<file path="src/rtl/ir_pkg.sv">
// Shared types and constants for the IR sensor front end (ir_intf and ir_bank).
package ir_pkg;

    typedef enum logic [2:0] {
        IDLE,
        SETTLE,
        START,
        WAIT,
        COMMIT
    } ir_state_t;

    localparam int NUM_CH = 8;
    localparam int A2D_W  = 12;
    localparam int IDX_W  = 3;

    localparam int FAST_PERIOD_W = 10;
    localparam int FAST_SETTLE_W = 6;

    function automatic int pick_w(input int fast_sim, input int full_w, input int fast_w);
        return (fast_sim != 0) ? fast_w : full_w;
    endfunction

endpackage

</file>
<file path="src/rtl/ir_bank.sv">
// Shadow buffer filled one conversion at a time, and a committed bank that
// takes the whole shadow in one cycle so readers always see a coherent set.
module ir_bank
    import ir_pkg::*;
(
    input  logic             clk,
    input  logic             rst_n,
    input  logic             wr_en,
    input  logic [IDX_W-1:0] wr_idx,
    input  logic [A2D_W-1:0] wr_data,
    input  logic             commit,
    input  logic [IDX_W-1:0] sel,
    output logic [A2D_W-1:0] rd_data
);

    logic [A2D_W-1:0] shadow_q [NUM_CH];
    logic [A2D_W-1:0] shadow_d [NUM_CH];
    logic [A2D_W-1:0] bank_q   [NUM_CH];
    logic [A2D_W-1:0] bank_d   [NUM_CH];

    always_comb begin
        shadow_d = shadow_q;
        bank_d   = bank_q;
        if (wr_en) begin
            shadow_d[wr_idx] = wr_data;
        end
        if (commit) begin
            bank_d = shadow_q;
        end
    end

    always_ff @(posedge clk or negedge rst_n) begin
        if (!rst_n) begin
            shadow_q <= '{default: '0};
            bank_q   <= '{default: '0};
        end else begin
            shadow_q <= shadow_d;
            bank_q   <= bank_d;
        end
    end

    assign rd_data = bank_q[sel];

endmodule

</file>
<file path="src/rtl/ir_intf.sv">
// IR sensor front end: fires the emitters each period, sequences eight A2D
// conversions into a shadow buffer and commits them as one reading set.
module ir_intf
    import ir_pkg::*;
#(
    parameter int FAST_SIM = 0,
    parameter int PERIOD_W = 18,
    parameter int SETTLE_W = 12,
    parameter int TMO_W    = 10
) (
    input  logic             clk,
    input  logic             rst_n,
    input  logic             cnv_cmplt,
    input  logic [A2D_W-1:0] res,
    input  logic [IDX_W-1:0] sel,
    output logic             strt_cnv,
    output logic [IDX_W-1:0] chnnl,
    output logic             IR_en,
    output logic             IR_vld,
    output logic [A2D_W-1:0] ir_rd,
    output logic             cnv_err
);

    localparam int PER_W = pick_w(FAST_SIM, PERIOD_W, FAST_PERIOD_W);
    localparam int SET_W = pick_w(FAST_SIM, SETTLE_W, FAST_SETTLE_W);

    ir_state_t        state_q, state_d;
    logic [PER_W-1:0] period_q, period_d;
    logic [SET_W-1:0] settle_q, settle_d;
    logic [TMO_W-1:0] wd_q, wd_d;
    logic [IDX_W-1:0] idx_q, idx_d;
    logic             ir_en_q, ir_en_d;
    logic             tick;
    logic             wr_en;
    logic             commit;
    logic             err;

    // Free-running period timer; a tick outside IDLE is simply lost.
    assign period_d = period_q + PER_W'(1);
    assign tick     = &period_q;

    always_comb begin
        state_d  = state_q;
        settle_d = settle_q;
        wd_d     = wd_q;
        idx_d    = idx_q;
        ir_en_d  = ir_en_q;
        wr_en    = 1'b0;
        commit   = 1'b0;
        err      = 1'b0;
        unique case (state_q)
            IDLE: begin
                if (tick) begin
                    state_d  = SETTLE;
                    ir_en_d  = 1'b1;
                    settle_d = '0;
                    idx_d    = '0;
                end
            end
            SETTLE: begin
                settle_d = settle_q + SET_W'(1);
                if (&settle_q) begin
                    state_d = START;
                end
            end
            START: begin
                wd_d    = '0;
                state_d = WAIT;
            end
            WAIT: begin
                // A completion in the expiry cycle still counts as a good conversion.
                if (cnv_cmplt) begin
                    wr_en = 1'b1;
                    if (idx_q == IDX_W'(NUM_CH - 1)) begin
                        state_d = COMMIT;
                    end else begin
                        idx_d   = idx_q + IDX_W'(1);
                        state_d = START;
                    end
                end else if (&wd_q) begin
                    err     = 1'b1;
                    ir_en_d = 1'b0;
                    state_d = IDLE;
                end else begin
                    wd_d = wd_q + TMO_W'(1);
                end
            end
            COMMIT: begin
                commit  = 1'b1;
                ir_en_d = 1'b0;
                state_d = IDLE;
            end
            default: begin
                state_d = IDLE;
            end
        endcase
    end

    always_ff @(posedge clk or negedge rst_n) begin
        if (!rst_n) begin
            state_q  <= IDLE;
            period_q <= '0;
            settle_q <= '0;
            wd_q     <= '0;
            idx_q    <= '0;
            ir_en_q  <= 1'b0;
        end else begin
            state_q  <= state_d;
            period_q <= period_d;
            settle_q <= settle_d;
            wd_q     <= wd_d;
            idx_q    <= idx_d;
            ir_en_q  <= ir_en_d;
        end
    end

    ir_bank u_bank (
        .clk     (clk),
        .rst_n   (rst_n),
        .wr_en   (wr_en),
        .wr_idx  (idx_q),
        .wr_data (res),
        .commit  (commit),
        .sel     (sel),
        .rd_data (ir_rd)
    );

    assign strt_cnv = (state_q == START);
    assign chnnl    = idx_q;
    assign IR_en    = ir_en_q;
    assign IR_vld   = (state_q == COMMIT);
    assign cnv_err  = err;

endmodule
</file>
<file path="config.mk">
export PLATFORM = sky130hd
export DESIGN_NAME = ir_intf
export DESIGN_NICKNAME = d
export VERILOG_FILES = /design/src/rtl/ir_pkg.sv /design/src/rtl/ir_bank.sv /design/src/rtl/ir_intf.sv
export SDC_FILE = /design/constraint.sdc
export NUM_CORES = 1
export LEC_CHECK = 0
export BUFFER_PORTS_ARGS = -buffer_cell sky130_fd_sc_hd__buf_2
export CORE_UTILIZATION = 27
export CTS_CLUSTER_SIZE = 25
export DETAILED_ROUTE_END_ITERATION = 10
export SLEW_MARGIN = 10
export SYNTH_ARGS = -nofsm -noshare
export SYNTH_HDL_FRONTEND = slang
export SYNTH_SLANG_ARGS = --single-unit
export TNS_END_PERCENT = 10
</file>
<file path="constraint.sdc">
create_clock -name clk -period 2.6 [get_ports clk]
set_clock_uncertainty 0.15 [all_clocks]
set_input_delay 0 -clock clk [delete_from_list [all_inputs] [get_ports clk]]
set_output_delay 0 -clock clk [all_outputs]
set_load 0.02 [all_outputs]
</file>
### Word-level counts from Yosys, hierarchy flattened

Cells that the tools add are included.

| word-level totals | value |
|---|---|
| bits in registers | 239 |
| output and inout bits | 19 |
| logic and storage cells | 89 |

| cells by class | value |
|---|---|
| add/subtract/negate cells | 4 |
| $lt $le $gt $ge | 3 |
| equal/unequal tests | 13 |
| mux-type cells | 31 |
| bitwise gates (word level) | 2 |
| reduce and logical (&&, ||, !) cells | 14 |

Operator list:

| kind | count |
|---|---|
| bitwise mux 96 bit | 1 |
| 2-to-1 mux 12 bit | 4 |
| binary-select mux 12 bit (select 3 bit) | 1 |
| demux 12 bit (select 3 bit) | 1 |
| 2-to-1 mux 3 bit | 8 |
| one-hot mux 12 bit (2 select lines) | 1 |
| 2-to-1 mux 10 bit | 2 |
| one-hot mux 10 bit (2 select lines) | 1 |
| adder 18 x 1 -> 18 bit, second input constant | 1 |
| AND reduction 18 bit | 1 |
| != test 2 bit, second input constant | 7 |
| adder 12 x 1 -> 12 bit, second input constant | 1 |
| one-hot mux 3 bit (4 select lines) | 1 |
| AND reduction 12 bit | 1 |
| adder 10 x 1 -> 10 bit, second input constant | 1 |
| AND reduction 10 bit | 1 |
| 2-to-1 mux 1 bit | 9 |
| greater-or-equal comparator 4 bit, second input constant | 2 |
| NOT 3 -> 4 bit | 2 |
| AND reduction 4 bit | 2 |
| == test 3 x 2 -> 1 bit, second input constant | 2 |
| == test 3 bit, second input constant | 2 |
| one-hot mux 3 bit (2 select lines) | 1 |
| AND reduction 3 bit | 2 |
| 10 further kinds | 12 |

### Depth between registers and ports, before layout

Gate-level depths: netlist of run 1.

| logic depth | value |
|---|---|
| depth in word-level cells | 6 |
| mapped depth | 6 |
| depth with buffers taken out | 6 |

### Hierarchy

A second synthesis of run 1 with hierarchy kept.

| second synthesis, totals | value |
|---|---|
| cell total of the unflattened synthesis | 697 |
| area total of the unflattened synthesis | 10381.2 sq um |

Modules (own cells, without submodules):

| module | instances | cells an instance | area an instance (sq um) | seq. area each (sq um) |
|---|---|---|---|---|
| ir_bank | 1 | 454 | 7947.6 | 4804.6 |
| ir_intf | 1 | 243 | 2433.6 | 1176.1 |

### Worst setup path after synthesis of run 1

No wires, ideal clock.

| timing path | value |
|---|---|
| kind | register -> register |
| start point | reg state_q[2] |
| end point | reg ir_en_q, in the netlist IR_en |
| setup time | 161 ps |
| data arrival time | 1847 ps |
| data required time | 2289 ps |
| setup slack | 443 ps |
| cell stages (with the launch flop) | 5 |
| path buffers | 1 |
| clock period less this slack | 2157 ps |
| path through | dfrtp_1 > and3b_1 > clkbuf_1 > nor4bb_1 > nor3_2 |

| on the way | value |
|---|---|
| cells in the longest elaborated chain, start to end | 3 |
| elaborated cells between the ends (all ways) | 9 |

Ends and longest elaborated chain:

| what | line | source |
|---|---|---|
| start: declaration | ir_intf.sv:27 | `ir_state_t state_q, state_d;` |
| start signal: assignment | ir_intf.sv:108 | `state_q <= state_d;` |
| == test 3 x 2 -> 1 bit, or another cell as far along | ir_intf.sv:51 | `unique case (state_q)` |
| != test 2 bit (no line) / nonzero test 3 bit (equally long branches) | -- |  |
| AND reduction 4 bit (no line) | -- |  |
| end signal: assignment | ir_intf.sv:113 | `ir_en_q <= ir_en_d;` |
| end: declaration | ir_intf.sv:32 | `logic ir_en_q, ir_en_d;` |

Parallel ways exist; a longest one is shown, timed or not.
A chain may end at the register's enable or synchronous reset.

### Worst setup path in the final report of run 1

| timing path | value |
|---|---|
| start point | reg wd_q[0] |
| end point | out cnv_err |

| on the way | value |
|---|---|
| cells in the longest elaborated chain, start to end | 4 |

Ends and longest elaborated chain:

| what | line | source |
|---|---|---|
| start: declaration | ir_intf.sv:30 | `logic [TMO_W-1:0] wd_q, wd_d;` |
| start signal: assignment | ir_intf.sv:111 | `wd_q <= wd_d;` |
| AND reduction 10 bit | ir_intf.sv:80 | `end else if (&wd_q) begin` |
| 2-to-1 mux 1 bit | ir_intf.sv:80 |  |
| 2-to-1 mux 1 bit | ir_intf.sv:72 | `if (cnv_cmplt) begin` |
| 2-to-1 mux 1 bit | ir_intf.sv:51 |  |
| end: declaration | ir_intf.sv:21 | `output logic cnv_err` |

Every way passes these cells.

==> run metrics, run 1 <==
Post-synth EDFFs=0; GR Overflow Total=0; vias in the first global route=6255; adder-cell share of the synthesized area=0.612%; area growth from synthesis to layout=18.5%; Top FF cell, synth=dfrtp_1; Synth Area in Simple Gates=6.47%; max-cap check violation count=0; Crit path required time=approximately 2500 ps; Final ANT Viol Nets=0; Final setup violation count=0; layout cells sized above 1=43.7%; final setup TNS=0 ps; Final Util=32.8%; Total Wirelength=~21000 um; Period minus WS final=2330 ps; Synth Area in Compound Gates=2.92%; first-pass GRT wire length=34700 um; Synth Register Bits=roughly 240; hold depth=3; CTS root buf=clkbuf_16; CP Data Arrival Time=~2200 ps; fin. max-slew vios=0; CTS H-tree depth=1; NumNets Final=784; status=complete, no violations; P_int=between 6 and 7 mW; sequential group share of total power=48.5%; CP Launch Point=wd_q[0]; Slew headroom=47.6%; worst path cell trace=ha_1 > and3_1 > nand3_1 > nor4bb_1 > buf_2; Psw=~1.6 mW; post-CTS setup buffer count=0; power density cells=633 nW/um2; Die W=197 um; Clock Path Buffers=3; largest family of logic cells by synthesized area=multiplexers; switch share=21.4%; RSZ-0062 raised after global routing=false; worst reg2reg startpoint=state_q[2]; CTS buffer count=26; worst skew pair latency=about 530 ps; routed via count=5867; main area contributors after synthesis=dfrtp_1 58%, mux2_2 22%, mux4_2 5.3%; Post-synth ARST share=100%; worst hold start=res[3]; leakage=5.87 nW; Gate Count Post-Synth=695; Synth Cell Area=~10000 um2; number of remaining DRC errors=0; largest net degree at the start of global routing=88; Final Instance Area=12100 um2; Synth Area in XOR/XNOR=1.46%; CP endpoint kind=output pin; Clock Power Share=about 49%; Area after DPL=approximately 11000 um2; top-count cell post-synth=dfrtp_1; DIE AREA=38700 um2; hold crit path type=in2reg; initial antenna violation count=2; fmax=429 MHz; final hold vios=0; Worst-path clk slew=60 ps; I/O Buffers=36; crit start category=register; Yosys top cell area share=about 58%; FP Rows=70; Final GP Congestion=0.721; Logic pwr share=~2.4%; crit-path max FO=5; HPWL after DPL=approximately 13000 um; CTS tree=done; Pre-Repair DR Iteration Count=4; area leader, netlist=dfrtp_1; Setup Crit Path Kind=reg2out; maximum vdd drop=0.000389 V; Wirelength per Cell=16.4 um; vias per cell=4.57; Slew @ Worst Pin=just under 800 ps; Syn Nets=~700; Avg Cell Area, Syn=14.7 um2; die height=a little under 200 um; Cell variety after synth=57; post-synthesis mux area share=28.0%; fillers=3680; YS warnings=0; Cells after DPL=approximately 1200; Final Non-Filler Cells=approximately 1300; slowest CP cell=nor4bb_1; Initial Util=approximately 28%; final worst path period share=89.6%; core area=37000 um2; ant diodes=0; sequential area share after synthesis=58.5%; TritonCTS Sinks=between 200 and 250; Post-synth top cells=239 x dfrtp_1, 204 x mux2_2, 30 x nand2_1, 24 x mux4_2, 21 x buf_2; DR iter-0 viols=~210; CP max stage delay=450 ps; GR Util All Layers=11.3%; cell count of the worst reg-to-reg path=5; I/O Pins=37
final timing paths:
check                                      endpoint  slack, ps
worst max-delay path                        cnv_err        270
worst min-delay path            u_bank.shadow_q[15]        220
worst max register to register  u_bank.shadow_q[41]        590
worst min register to register          settle_q[9]        320
max in group asynchronous       u_bank.shadow_q[59]        960
min in group asynchronous       u_bank.shadow_q[27]        460
final cells by class:
class / instances / area, um2 / share of cell area, %
sequential: 239 / 5980 / 49.3
multi-input combinational: 412 / 4040 / 33.3
clock buffer: 31 / 709 / 5.85
tap: 504 / 631 / 5.20
timing repair buffer: 70 / 533 / 4.40
clock inverter: 16 / 181 / 1.50
inverter: 12 / 45.0 / 0.372
registers in the layout, indices dropped and copies added, names as in the netlist:
| name | flops |
|---|---|
| u_bank.shadow_q | 96 |
| IR_en | 1 |
| period_q | 18 |
| settle_q | 12 |
| wd_q | 10 |
| state_q | 3 |
| chnnl | 3 |
| u_bank.bank_q | 96 |
kinds of logic after synthesis:
group,Yosys count
AOI/OAI and AO/OA,44
DFF,239
and+or+nand+nor,115
adders and majority gates,5
muxes,231
buffers and inverters,44
xor gates and xnor gates,17
power groups by stage:
stage	clock network (mW)	logic (mW)	registers, mW
after CTS	3.87	0.196	3.72
after global routing	4.01	0.212	3.72
final	3.77	0.186	3.72
after detailed placement	0	0.178	3.79
after global placement	0	0.176	3.79
after floorplan	0	0.0367	3.79
cell usage in the layout (no fill, tap or decap), types with 10 or more instances in the layout:
cell type and count:
buf_4 15, nand2_1 30, nor2_1 12, mux2_2 204
nand3_1 20, xnor2_1 10, inv_1 12, clkbuf_16 26
dfrtp_1 239, buf_2 35, mux4_2 24, dlygate4sd3_1 15
per-stage QoR:
step | worst slack, ps | power, mW | hold WS [ps]
2_1_floorplan | 443 | 3.83 | -446
3_5_place_dp | 595 | 3.97 | -97.8
4_1_cts | 234 | 7.79 | 196
5_1_grt | 83.1 | 7.94 | 230
6_report | 270 | 7.67 | 217
3_3_place_gp | 619 | 3.96 | -103
what timing repair did:
item / 4_1_cts / 5_1_grt
endpoints found under the hold margin: 341 / 0
hold buffers: 15 / 0
gates resized for setup: 0 / 0
critical path, delay by kind of cell (launching register included):
family | cells | cell delay, ps
and+or+nand+nor | 3 | 840
DFF | 1 | 370
buffers and inverters | 1 | 240
adders and majority gates | 1 | 210
routing by layer:
layer | up-vias | wire length [um] | track usage [%]
met3 | 34 | 799 | 2.28
met4 | 4 | 358 | 2.90
li1 | 2680 | - | -
met5 | - | 28 | 0
met1 | 3085 | 9950 | 15.2
met2 | 64 | 9930 | 18.6
No activity file was read; power rests on OpenSTA's default activity.
==> inputs of run 2 (changes only) <==
- CORE_UTILIZATION: 27 -> 55
- PLACE_DENSITY: not set -> 0.84
- clock period: 2.6 -> 2.85 ns (I/O delays scaled with it)
==> run metrics, run 2 (synthesis gave the netlist of run 1 again) <==
setup ws final=352 ps; fillers=between 1000 and 1500; layout cells sized above 1=43.5%; CTS buffer count=25; CTS resizes=0; final hold vios=29; I/O Buffers=36; status=complete, but fails checks; CTS H-tree depth=1; DIE AREA=19100 um2; Final Instance Area=11800 um2; power density cells=a little under 600 nW/um2; Worst-path clk slew=60 ps; HPWL after DPL=~13000 um; Pre-Repair DR Iteration Count=8; RSZ-0062 raised after global routing=false; core area=18100 um2; maximum vdd drop=0.000535 V; most frequent cells in the layout=239 x dfrtp_1, 204 x mux2_2, 35 x buf_2, 30 x nand2_1, 25 x clkbuf_16; Slew @ Worst Pin=794 ps; CTS tree=done; Total Wirelength=around 21000 um; final worst path period share=between 80 and 90%; DR iter-0 viols=287; Clock Path Buffers=3; largest net degree at the start of global routing=104; DP Worst Slack=528 ps; worst skew pair latency=510 ps; cell type group with the largest total delay on the critical path=simple AND/OR/NAND/NOR gates; hold crit path type=in2async; Final Total Pwr=approximately 6.9 mW; area growth from synthesis to layout=15.1%; FP Rows=49; slowest CP cell=nor4bb_1; Multi-input gate area=a little over 4000 um2; Cells after DPL=approximately 950; CP max stage delay=580 ps; Area after DPL=10800 um2; first-pass GRT wire length=34700 um; crit-path max FO=5; Wirelength per Cell=20.7 um; vias per cell=5.94; largest registers=u_bank.bank_q x96, u_bank.shadow_q x96, period_q x18; vias in the first global route=between 6000 and 7000; Period minus WS final=approximately 2500 ps; routed via count=5989; GR Util All Layers=22.9%; Storage cell area=between 5000 and 6000 um2; Crit path required time=2700 ps; NumNets Final=~800; Final ANT Viol Nets=0; Die W=138 um; ant diodes=0; Initial Util=56.5%; Final setup violation count=0; commonest non-fill, non-tap cell in the layout=dfrtp_1; max-cap check violation count=0; fin. max-slew vios=0; WHS=-58.2 ps; crit start category=register; Final Non-Filler Cells=1009; initial antenna violation count=0; crit path buf inv count=1; CTS root buf=clkbuf_16; GR Overflow Total=0; Slew headroom=47.0%; I/O Pins=37; die height=138 um; number of remaining DRC errors=2; TritonCTS Sinks=239; CP endpoint kind=output pin; final setup TNS=0 ps; fmax=400 MHz; CP Data Arrival Time=2350 ps; leakage=slightly below 6 nW; Final GP Congestion=0.797; Final Util=65.1%; failing checks=design-rule violations, negative hold slack; Setup Crit Path Kind=reg2out; worst path cell trace=ha_1 > and3_1 > nand3_1 > nor4bb_1 > buf_2
## run 2: cell types whose count changed in the layout (fill, tap and decap cells not counted), sizes merged
cell | before | now
buf | 55 | 57
clkbuf | 31 | 36
clkinv | 12 | 3
clkinvlp | 0 | 2
dlygate4sd3 | 15 | 14
inv | 13 | 14
## run 2: routing by layer
metal  vias up  part of all wire [%]  GRT usage (%)
met5         -                     0              0
met4         0                   2.3           6.45
met3        43                   2.6           3.05
met2       107                    51           40.4
met1      3166                    44           29.6
li1       2673                     -              -
## run 2: where the power goes
group | internal (mW) | total (mW) | leakage (nW) | switching [mW]
clock | 2.08 | 3.39 | 0.428 | 1.31
sequential | 3.39 | 3.39 | 3.30 | 0
combinational | 0.0469 | 0.165 | 2.14 | 0.118
## run 2: repair_timing
action                     CTS  global route
hold buffers                14             0
hold endpoints to repair   284             0
buffers inserted             0             0
setup endpoints to repair    0             0
## run 2: worst paths after layout
kind	startpoint	end	slack [ps]	cells after the start
max	wd_q[0]	cnv_err	350	5
min	rst_n	u_bank.shadow_q[0]	-60	2
max reg2reg	state_q[2]	u_bank.shadow_q[81]	510	4
min reg2reg	period_q[0]	period_q[0]	330	1
max in group asynchronous	rst_n	u_bank.bank_q[92]	1630	3
min in group clk	cnv_cmplt	state_q[2]	220	3
## run 2: cell type report
| cell class | instances | share of cell area (%) |
|---|---|---|
| flip-flops and latches | 239 | 50.8 |
| multi-input cells | 412 | 34.3 |
| clock buffers | 36 | 6.26 |
| repair buffers | 71 | 4.57 |
| well taps | 229 | 2.43 |
| clock inverters | 10 | 1.19 |
| inverters | 12 | 0.383 |
